--- config.mk ---
export PLATFORM = sky130hd
export DESIGN_NAME = systolic_tile_sequencer
export DESIGN_NICKNAME = d
export VERILOG_FILES = /design/src/rtl/systolic_tile_sequencer.sv
export SDC_FILE = /design/constraint.sdc
export NUM_CORES = 1
export LEC_CHECK = 0
export CORE_UTILIZATION = 35
export CTS_CLUSTER_SIZE = 14
export DETAILED_ROUTE_END_ITERATION = 7
export GPL_TIMING_DRIVEN = 0
export SYNTH_ARGS = -nofsm -noshare
export SYNTH_HDL_FRONTEND = slang
export SYNTH_SLANG_ARGS = --single-unit
--- constraint.sdc ---
create_clock -name clock -period 4.3 [get_ports clock]
set_input_delay 0.86 -clock clock [delete_from_list [all_inputs] [get_ports clock]]
set_output_delay 0.86 -clock clock [all_outputs]
set_load 0.01 [all_outputs]
--- src/rtl/systolic_tile_sequencer.sv ---
// Command sequencer for the systolic matmul array: walks an M x N grid of output
// tiles per command, issuing stream requests and an array start for each tile.
module systolic_tile_sequencer #(
    parameter int SYSTOLIC_ARRAY_DIM = 8,
    parameter int DATA_WIDTH_BITS    = 16,
    parameter int TILE_CNT_BITS      = 8
) (
    input  logic                       clock,
    input  logic                       areset,
    input  logic                       cmd_matmul_valid,
    output logic                       cmd_matmul_ready,
    input  logic [19:0]                cmd_matmul_inner_dimension,
    input  logic [TILE_CNT_BITS-1:0]   cmd_matmul_m_tiles,
    input  logic [TILE_CNT_BITS-1:0]   cmd_matmul_n_tiles,
    input  logic [63:0]                cmd_matmul_out_addr,
    input  logic [63:0]                cmd_matmul_act_addr,
    input  logic [63:0]                cmd_matmul_wgt_addr,
    output logic                       resp_matmul_valid,
    input  logic                       resp_matmul_ready,
    output logic [2*TILE_CNT_BITS-1:0] resp_matmul_tiles_done,
    output logic                       weights_req_valid,
    input  logic                       weights_req_ready,
    output logic [33:0]                weights_req_len,
    output logic [63:0]                weights_req_addr_address,
    output logic                       activations_req_valid,
    input  logic                       activations_req_ready,
    output logic [33:0]                activations_req_len,
    output logic [63:0]                activations_req_addr_address,
    output logic                       vec_out_req_valid,
    input  logic                       vec_out_req_ready,
    output logic [33:0]                vec_out_req_len,
    output logic [63:0]                vec_out_req_addr_address,
    input  logic                       weights_inProgress,
    input  logic                       activations_inProgress,
    input  logic                       vec_out_isFlushed,
    output logic                       sa_start_valid,
    input  logic                       sa_start_ready,
    output logic [19:0]                sa_inner_dimension,
    output logic                       busy
);

    localparam int          BYTES     = DATA_WIDTH_BITS / 8;
    localparam int          D         = SYSTOLIC_ARRAY_DIM;
    localparam logic [33:0] ROW_BYTES = 34'(D * BYTES);
    localparam logic [33:0] OUT_LEN   = 34'(D * D * BYTES);

    typedef enum logic [2:0] {
        S_IDLE, S_ISSUE, S_START, S_WAIT, S_NEXT, S_RESP
    } state_t;

    state_t r_state, w_next;

    logic [19:0]                r_k;
    logic [TILE_CNT_BITS-1:0]   r_m, r_n, r_i, r_j;
    logic [63:0]                r_act_cur, r_wgt_cur, r_out_cur, r_wgt_base;
    logic [2*TILE_CNT_BITS-1:0] r_tiles_done;
    logic                       r_w_sent, r_a_sent, r_o_sent, r_seen_busy;

    logic [33:0] w_in_len;
    logic        w_w_fire, w_a_fire, w_o_fire, w_all_sent;
    logic        w_cmd_empty, w_last_col, w_last_row, w_tile_done;

    assign w_in_len    = 34'(r_k) * ROW_BYTES;
    assign w_w_fire    = weights_req_valid && weights_req_ready;
    assign w_a_fire    = activations_req_valid && activations_req_ready;
    assign w_o_fire    = vec_out_req_valid && vec_out_req_ready;
    assign w_all_sent  = (r_w_sent || w_w_fire) && (r_a_sent || w_a_fire) && (r_o_sent || w_o_fire);
    assign w_cmd_empty = (cmd_matmul_inner_dimension == '0) || (cmd_matmul_m_tiles == '0)
                         || (cmd_matmul_n_tiles == '0);
    assign w_last_col  = ({1'b0, r_j} + 1'b1) >= {1'b0, r_n};
    assign w_last_row  = ({1'b0, r_i} + 1'b1) >= {1'b0, r_m};
    // The array must have been seen busy before idle counts as completion.
    assign w_tile_done = r_seen_busy && sa_start_ready && vec_out_isFlushed
                         && !weights_inProgress && !activations_inProgress;

    assign weights_req_len              = w_in_len;
    assign activations_req_len          = w_in_len;
    assign vec_out_req_len              = OUT_LEN;
    assign weights_req_addr_address     = r_wgt_cur;
    assign activations_req_addr_address = r_act_cur;
    assign vec_out_req_addr_address     = r_out_cur;
    assign sa_inner_dimension           = r_k;
    assign resp_matmul_tiles_done       = r_tiles_done;

    always_comb begin
        w_next                = r_state;
        cmd_matmul_ready      = 1'b0;
        resp_matmul_valid     = 1'b0;
        weights_req_valid     = 1'b0;
        activations_req_valid = 1'b0;
        vec_out_req_valid     = 1'b0;
        sa_start_valid        = 1'b0;
        busy                  = 1'b1;
        case (r_state)
            S_IDLE: begin
                cmd_matmul_ready = 1'b1;
                busy             = 1'b0;
                if (cmd_matmul_valid) w_next = w_cmd_empty ? S_RESP : S_ISSUE;
            end
            S_ISSUE: begin
                weights_req_valid     = !r_w_sent;
                activations_req_valid = !r_a_sent;
                vec_out_req_valid     = !r_o_sent;
                if (w_all_sent) w_next = S_START;
            end
            S_START: begin
                sa_start_valid = 1'b1;
                if (sa_start_ready) w_next = S_WAIT;
            end
            S_WAIT:  if (w_tile_done) w_next = S_NEXT;
            S_NEXT:  w_next = (w_last_col && w_last_row) ? S_RESP : S_ISSUE;
            S_RESP: begin
                resp_matmul_valid = 1'b1;
                if (resp_matmul_ready) w_next = S_IDLE;
            end
            default: w_next = S_IDLE;
        endcase
    end

    always_ff @(posedge clock) begin
        if (areset) begin
            r_state      <= S_IDLE;
            r_k          <= '0;
            r_m          <= '0;
            r_n          <= '0;
            r_i          <= '0;
            r_j          <= '0;
            r_act_cur    <= '0;
            r_wgt_cur    <= '0;
            r_out_cur    <= '0;
            r_wgt_base   <= '0;
            r_tiles_done <= '0;
            r_w_sent     <= 1'b0;
            r_a_sent     <= 1'b0;
            r_o_sent     <= 1'b0;
            r_seen_busy  <= 1'b0;
        end else begin
            r_state <= w_next;
            case (r_state)
                S_IDLE: if (cmd_matmul_valid) begin
                    r_k          <= cmd_matmul_inner_dimension;
                    r_m          <= cmd_matmul_m_tiles;
                    r_n          <= cmd_matmul_n_tiles;
                    r_act_cur    <= cmd_matmul_act_addr;
                    r_wgt_cur    <= cmd_matmul_wgt_addr;
                    r_wgt_base   <= cmd_matmul_wgt_addr;
                    r_out_cur    <= cmd_matmul_out_addr;
                    r_i          <= '0;
                    r_j          <= '0;
                    r_tiles_done <= '0;
                    r_w_sent     <= 1'b0;
                    r_a_sent     <= 1'b0;
                    r_o_sent     <= 1'b0;
                end
                S_ISSUE: begin
                    r_w_sent <= r_w_sent || w_w_fire;
                    r_a_sent <= r_a_sent || w_a_fire;
                    r_o_sent <= r_o_sent || w_o_fire;
                end
                S_START: if (sa_start_ready) r_seen_busy <= 1'b0;
                S_WAIT:  if (!sa_start_ready) r_seen_busy <= 1'b1;
                S_NEXT: begin
                    // Addresses advance incrementally, so row-major order is what keeps them exact.
                    r_tiles_done <= r_tiles_done + 1'b1;
                    r_w_sent     <= 1'b0;
                    r_a_sent     <= 1'b0;
                    r_o_sent     <= 1'b0;
                    if (!w_last_col) begin
                        r_j       <= r_j + 1'b1;
                        r_wgt_cur <= r_wgt_cur + 64'(w_in_len);
                        r_out_cur <= r_out_cur + 64'(OUT_LEN);
                    end else if (!w_last_row) begin
                        r_j       <= '0;
                        r_i       <= r_i + 1'b1;
                        r_wgt_cur <= r_wgt_base;
                        r_act_cur <= r_act_cur + 64'(w_in_len);
                        r_out_cur <= r_out_cur + 64'(OUT_LEN);
                    end
                end
                default: ;
            endcase
        end
    end

endmodule

==> qor.csv <==
metric,value,unit
pin_count,576,
wirelength,118600,um
ir_worst_vdd,0.3547,mV
cts-root-buf,clkbuf_16,
hold_viol,0,
ys_seq_elements,331,
synth_warnings,0,
stdcell_count,4155,
placed_cells,4075,
drive_above_1_share,0.07808,
hold_path_depth,2,
status,"complete, but fails checks",
synthArstFlopShare,0,
clk_path_buf_depth,3,
coreArea,56600,sq um
synth-edff-count,0,
reg2reg_depth,8,
leakagePower,10.58,nW
slew_violations,10,
violations,"design-rule violations, max-capacitance violations, max-slew violations, negative setup slack",
dieWidth,241.7,um
slew-limit-headroom,-0.004291,
fmax,230.1,MHz
crit_chain,"clkbuf_1, inv_1, nor3_2, clkbuf_1, clkbuf_1, buf_1, nand2_1, a211oi_1",
num_rows,87,
path_common_cell,clkbuf_1,
powerDensity,450.0,nW/um^2
grt_start_max_net_pins,13,
io_buffer_count,513,
syn_area,20110,sq um
cp_slowest_cell,buf_1,
fill_cells,5575,
cts_sinks,331,
drtAntennaViolNets,0,
finClkSkew,0.01704,ns
critPathTopFamily,buffers and inverters,
maxCapViolations,1,
dieArea,58410,sq um
post_drt_wl_per_cell,28.55,um
hold_class,register to register,
yosysSeqAreaShare,0.3296,
area_growth,39.54,%
drtIter0Drc,2969,
yosysTopAreaCell,dfxtp_1,
finish.utilization,0.4956,
crit_type,register to register,
rsz0062_at_grt,yes,
totalPowerFinal,12.62,mW
path_max_fanout,10,
htree_levels,2,
critPathLaunchType,register,
synth_ff_type,dfxtp_1,
grt_pass1_wl,165900,um
min_period,4.346,ns
slowest_delay,0.91,ns
dpl.hpwl,88540,um
via_per_inst,6.005,
finalCritPeriodShare,1.011,
antenna_found_initial,6,
worstMarginPinSlew,1.506,ns
hold_ws,0.4529,ns
ys_top_cells_by_area,"dfxtp_1 (33%), nand2_1 (9.1%), a21oi_1 (7.7%)",
place_area,26420,sq um
grt_pass1_vias,23240,
grt_usage,0.3862,
clkTransAtPathRegs,0.06,ns
crit_buf_inv,5,
yosysTopAreaCellShare,0.3296,
ys_types,82,
setup_tns,-0.09762,ns
vias,24950,
routabilityCongestion,0.9799,
start_util,0.3552,
arrival,4.85,ns
postLayoutCellArea,28060,sq um
syn_area_per_cell,7.324,sq um
worst_slack,-0.04614,ns
worstPathRequired,4.80,ns
end_kind,register,
cp_num_cells,8,
overflow,0,
drc,9,
dp_slack,-1.286,ns
nNetsFinal,3668,
cts_buffers,42,
setup_viol,4,
dr.pass1.iters,8,
cts_tree,built,
postSynthCellCount,2745,
clock_latency,0.61,ns
die-height,241.7,um
==> power by group <==
group	leakage, nW	switching, mW	internal (mW)
sequential	2.71	0.624	3.51
combinational	7.17	2.89	1.85
clock	0.696	1.57	2.18
total	10.6	5.08	7.54
==> metal layers <==
layer  vias to the layer above  part of all wire  global-route usage
met3                       298              0.11             0.08979
met4                         2             0.047              0.1780
met1                     11980              0.40              0.4986
li1                      11080                 -                   -
met2                      1591              0.45              0.6083
met5                         -          0.000084                   0
==> cell usage in the layout, fill, tap and decap left out, types with 36 or more instances in the layout <==
| cell type | synthesis | layout |
|---|---|---|
| a21oi_1 | 309 | 308 |
| clkbuf_16 | 0 | 42 |
| nor3_1 | 46 | 44 |
| dfxtp_1 | 331 | 331 |
| a31oi_1 | 36 | 36 |
| inv_1 | 43 | 43 |
| o21ai_0 | 162 | 162 |
| ha_1 | 60 | 60 |
| nand4_1 | 46 | 46 |
| conb_1 | 2 | 62 |
| a211oi_1 | 59 | 59 |
| nand3_1 | 100 | 100 |
| nor2_1 | 214 | 212 |
| buf_4 | 102 | 111 |
| and3_1 | 49 | 49 |
| clkbuf_1 | 170 | 134 |
| nor4_1 | 37 | 37 |
| clkdlybuf4s50_1 | 0 | 513 |
| nand2_1 | 489 | 486 |
==> worst paths after layout <==
| path | from | to | slack (ns) |
|---|---|---|---|
| worst max-delay path | r_state[2] | activations_req_addr_address[12] | -0.05 |
| worst min-delay path | r_wgt_base[48] | r_wgt_base[48] | 0.45 |
| worst max register to register | r_state[2] | activations_req_addr_address[12] | -0.05 |
| worst min register to register | r_wgt_base[48] | r_wgt_base[48] | 0.45 |
==> worst register-to-register path: stages (launching register included) <==
cell and delay [ns]:
dfxtp_1 0.30, clkbuf_1 0.28, inv_1 0.22, nor3_2 0.73, clkbuf_1 0.55, clkbuf_1 0.82
buf_1 0.91, nand2_1 0.18, a211oi_1 0.25
==> synth_stat cells, types with 8 or more instances <==
library cell / n
o21ai_0: 162
clkbuf_1: 170
and4_1: 14
a2111oi_0: 8
xnor2_1: 21
o41ai_1: 11
a21o_1: 33
dfxtp_1: 331
or3_1: 14
nand2_1: 489
buf_4: 102
a211oi_1: 59
nor4_1: 37
a22oi_1: 35
nand4_1: 46
o31ai_1: 21
mux2i_1: 14
inv_1: 43
nand3_1: 100
a41oi_1: 9
a221oi_1: 12
buf_1: 15
nor3_1: 46
a31oi_1: 36
o21a_1: 16
and3_1: 49
nor2_1: 214
a21oi_1: 309
xor2_1: 23
o22ai_1: 25
ha_1: 60
a22o_1: 14
and2_1: 18
a311oi_1: 28
o211ai_1: 21
==> state kept, by name, summed over array words and instances, names as in the netlist <==
register	cells
activations_req_addr_address	64
r_a_sent	1
r_i	8
r_j	8
r_m	8
r_n	8
r_o_sent	1
r_seen_busy	1
r_state	3
r_w_sent	1
r_wgt_base	64
resp_matmul_tiles_done	16
sa_inner_dimension	20
vec_out_req_addr_address	64
weights_req_addr_address	64
==> cell families (layout without fill, tap and decap cells) <==
kind of cell | count (synthesis) | after routing | synth area share
AND/OR/NAND/NOR | 1077 | 1077 | 0.2435
AO/OA/AOI/OAI | 875 | 875 | 0.2766
buffers and inverters | 339 | 928 | 0.08395
flip-flops | 331 | 331 | 0.3296
adder cells (fa/ha/maj) | 62 | 62 | 0.03933
XOR/XNOR | 44 | 44 | 0.01917
multiplexers | 15 | 15 | 0.007530
other | 2 | 67 | 0.0003735
==> timing repair <==
item                       in CTS  in global routing
buffers inserted                1                  5
resized for setup              59                 49
pin swaps                       1                  1
hold buffers                    0                  0
setup endpoints to repair     191                166
hold endpoints to repair        0                  0
==> cell type report <==
| class | instances | area, sq um | area share |
|---|---|---|---|
| clock inverter | 15 | 226.5 | 0.008072 |
| clock buffer | 56 | 1184 | 0.04219 |
| antenna | 5 | 12.51 | 0.0004460 |
| multi-input combinational | 2135 | 12080 | 0.4307 |
| buffer | 294 | 1617 | 0.05762 |
| sequential | 331 | 6626 | 0.2362 |
| tap | 756 | 945.9 | 0.03372 |
| inverter | 43 | 161.4 | 0.005753 |
| timing repair buffer | 520 | 5200 | 0.1853 |
Note: power is estimated with default switching activity, not from simulation.
==> RTL change: new RTL, same settings <==
Re-encode `state_t` (6 states) as one-hot, 6 bits wide.
--- a/src/rtl/systolic_tile_sequencer.sv
+++ b/src/rtl/systolic_tile_sequencer.sv
@@ -44,8 +44,8 @@
     localparam logic [33:0] ROW_BYTES = 34'(D * BYTES);
     localparam logic [33:0] OUT_LEN   = 34'(D * D * BYTES);
 
-    typedef enum logic [2:0] {
-        S_IDLE, S_ISSUE, S_START, S_WAIT, S_NEXT, S_RESP
+    typedef enum logic [5:0] {
+        S_IDLE = 6'b000001, S_ISSUE = 6'b000010, S_START = 6'b000100, S_WAIT = 6'b001000, S_NEXT = 6'b010000, S_RESP = 6'b100000
     } state_t;
 
     state_t r_state, w_next;
Function: no difference found for any inputs over 4 cycles, from zero or initial values and one cycle with areset high; so few cycles prove little.
==> RTL change against the original RTL <==
The run ends with capacitance limit, slew limit, setup timing left; worst setup slack improved by 0.046 ns; largest power group unchanged; synthesized area rose by 1.4%; highest routed layer unchanged; utilization shrank 0.54 points; maximum frequency grew 1.1%; non-clock buffer count is 10 lower; hold slack is essentially flat; sequential cell count up 3; wire length increased by 3.0%; cell area increased by 0.62%; count of clock-buffer cells in the layout grew 4; via count grew 2.0%; total power up 7.0%.
==> RTL change: results (changes against the original RTL) <==
Run status
  • Status: finished with violations
  • Failing checks: capacitance limit, slew limit, setup timing

Routing
  • DRT Wirelength: 122,200 um (+3.0%)
  • DRC viols: 0 (-9)
  • Metal-1 WL: 47,960 um (+0.90%)
  • Detail Route met2 WL: 53,500 um (+1.0%)

Global route
  • Gr usage total: 39.46% (+0.83 points)
  • Grt met1 use: 50.15% (+0.29 points)
  • Met3 usage in global routing: 8.581% (-0.40 points)
  • Vias in the first global route: 23,450 (+0.89%)
  • Met2 Track Usage GR: 61.30% (+0.47 points)

Timing
  • Rel. slew slack: -1.743% (-1.3 points)
  • Setup TNS: -0.00003553 ns (+0.09758 ns)
  • Worst Skew: 0.02287 ns (+0.005837 ns)
  • Final WS setup: -0.00003553 ns (+0.04610 ns)
  • Max-slew violations: 32 (+22)
  • Setup violators final: 1 (-3)
  • Worst hold slack: 0.4529 ns (+0.00003800 ns)

Worst setup path
  • Max incr delay on CP: 0.94 ns (+0.03 ns)
  • CP Capture Point: weights_req_addr_address[63]
  • R2R Path Start: r_state[0]
  • Slowest CP cell: clkbuf_1

Yosys
  • Syn Area/Cell: 7.386 sq um (+0.84%)
  • Post-synthesis compound-gate area fraction: 27.13% (-0.53 points)
  • Synth Area in Adders: 3.879% (-0.054 points)
  • Multiplexer share of the synthesized area: 0.7304% (-0.023 points)
  • Yosys cell types: 96 (+17%)

Placement
  • Worst Setup Slack post-DPL: -0.7821 ns (+0.5035 ns)
  • Placed Area: 26,700 sq um (+1.1%)
  • Inst Count DP: 4,098 (+0.56%)
  • HPWL Detailed: 92,640 um (+4.6%)
  • Gpl congestion: 1.009 (+2.9%)

Power and ir drop
  • Worst-case vdd ir drop: 253.0 uV (-29%)
  • Leak Pwr: 10.63 nW (+0.52%)
  • Comb group: 5.26 mW (+11%)

Clocking
  • Clock Latency Late Sink: 0.59 ns (-0.02 ns)

Finish
  • Share of cells above drive strength 1: 7.878% (+0.070 points)
  • Nets: 3,679 (+0.30%)
  • Fin cells: 4,171 (+0.39%)

Run
  • Max-Cap Viols: 3 (+2)

Worst hold path
  • Worst Hold Launch: r_wgt_base[37]
-- RTL change: final cells by class --
| class | count | area [sq um] |
|---|---|---|
| tap | 765 | 957.2 |
| clock inverter | 8 | 143.9 |
| fill | 5675 | 29360 |
| inverter | 39 | 146.4 |
| buffer | 289 | 1558 |
| timing repair buffer | 515 | 5162 |
| antenna | 4 | 10.01 |
| multi-input combinational | 2157 | 12300 |
| clock buffer | 60 | 1262 |
| sequential | 334 | 6686 |
-- RTL change: cell families (layout without fill, tap and decap cells) --
| family | after synthesis | count (layout) |
|---|---|---|
| xor gates and xnor gates | 47 | 47 |
| and+or+nand+nor | 1126 | 1126 |
| other | 2 | 66 |
| adders and majority gates | 62 | 62 |
| muxes | 14 | 14 |
| buffers and inverters | 329 | 911 |
| DFF | 334 | 334 |
| AOI/OAI and AO/OA | 846 | 846 |
-- RTL change: timing repair --
item / in CTS / in global routing
gates resized for setup: 23 / 38
pin swaps: 1 / 0
setup endpoints to repair: 191 / 161
setup buffers: 2 / 0
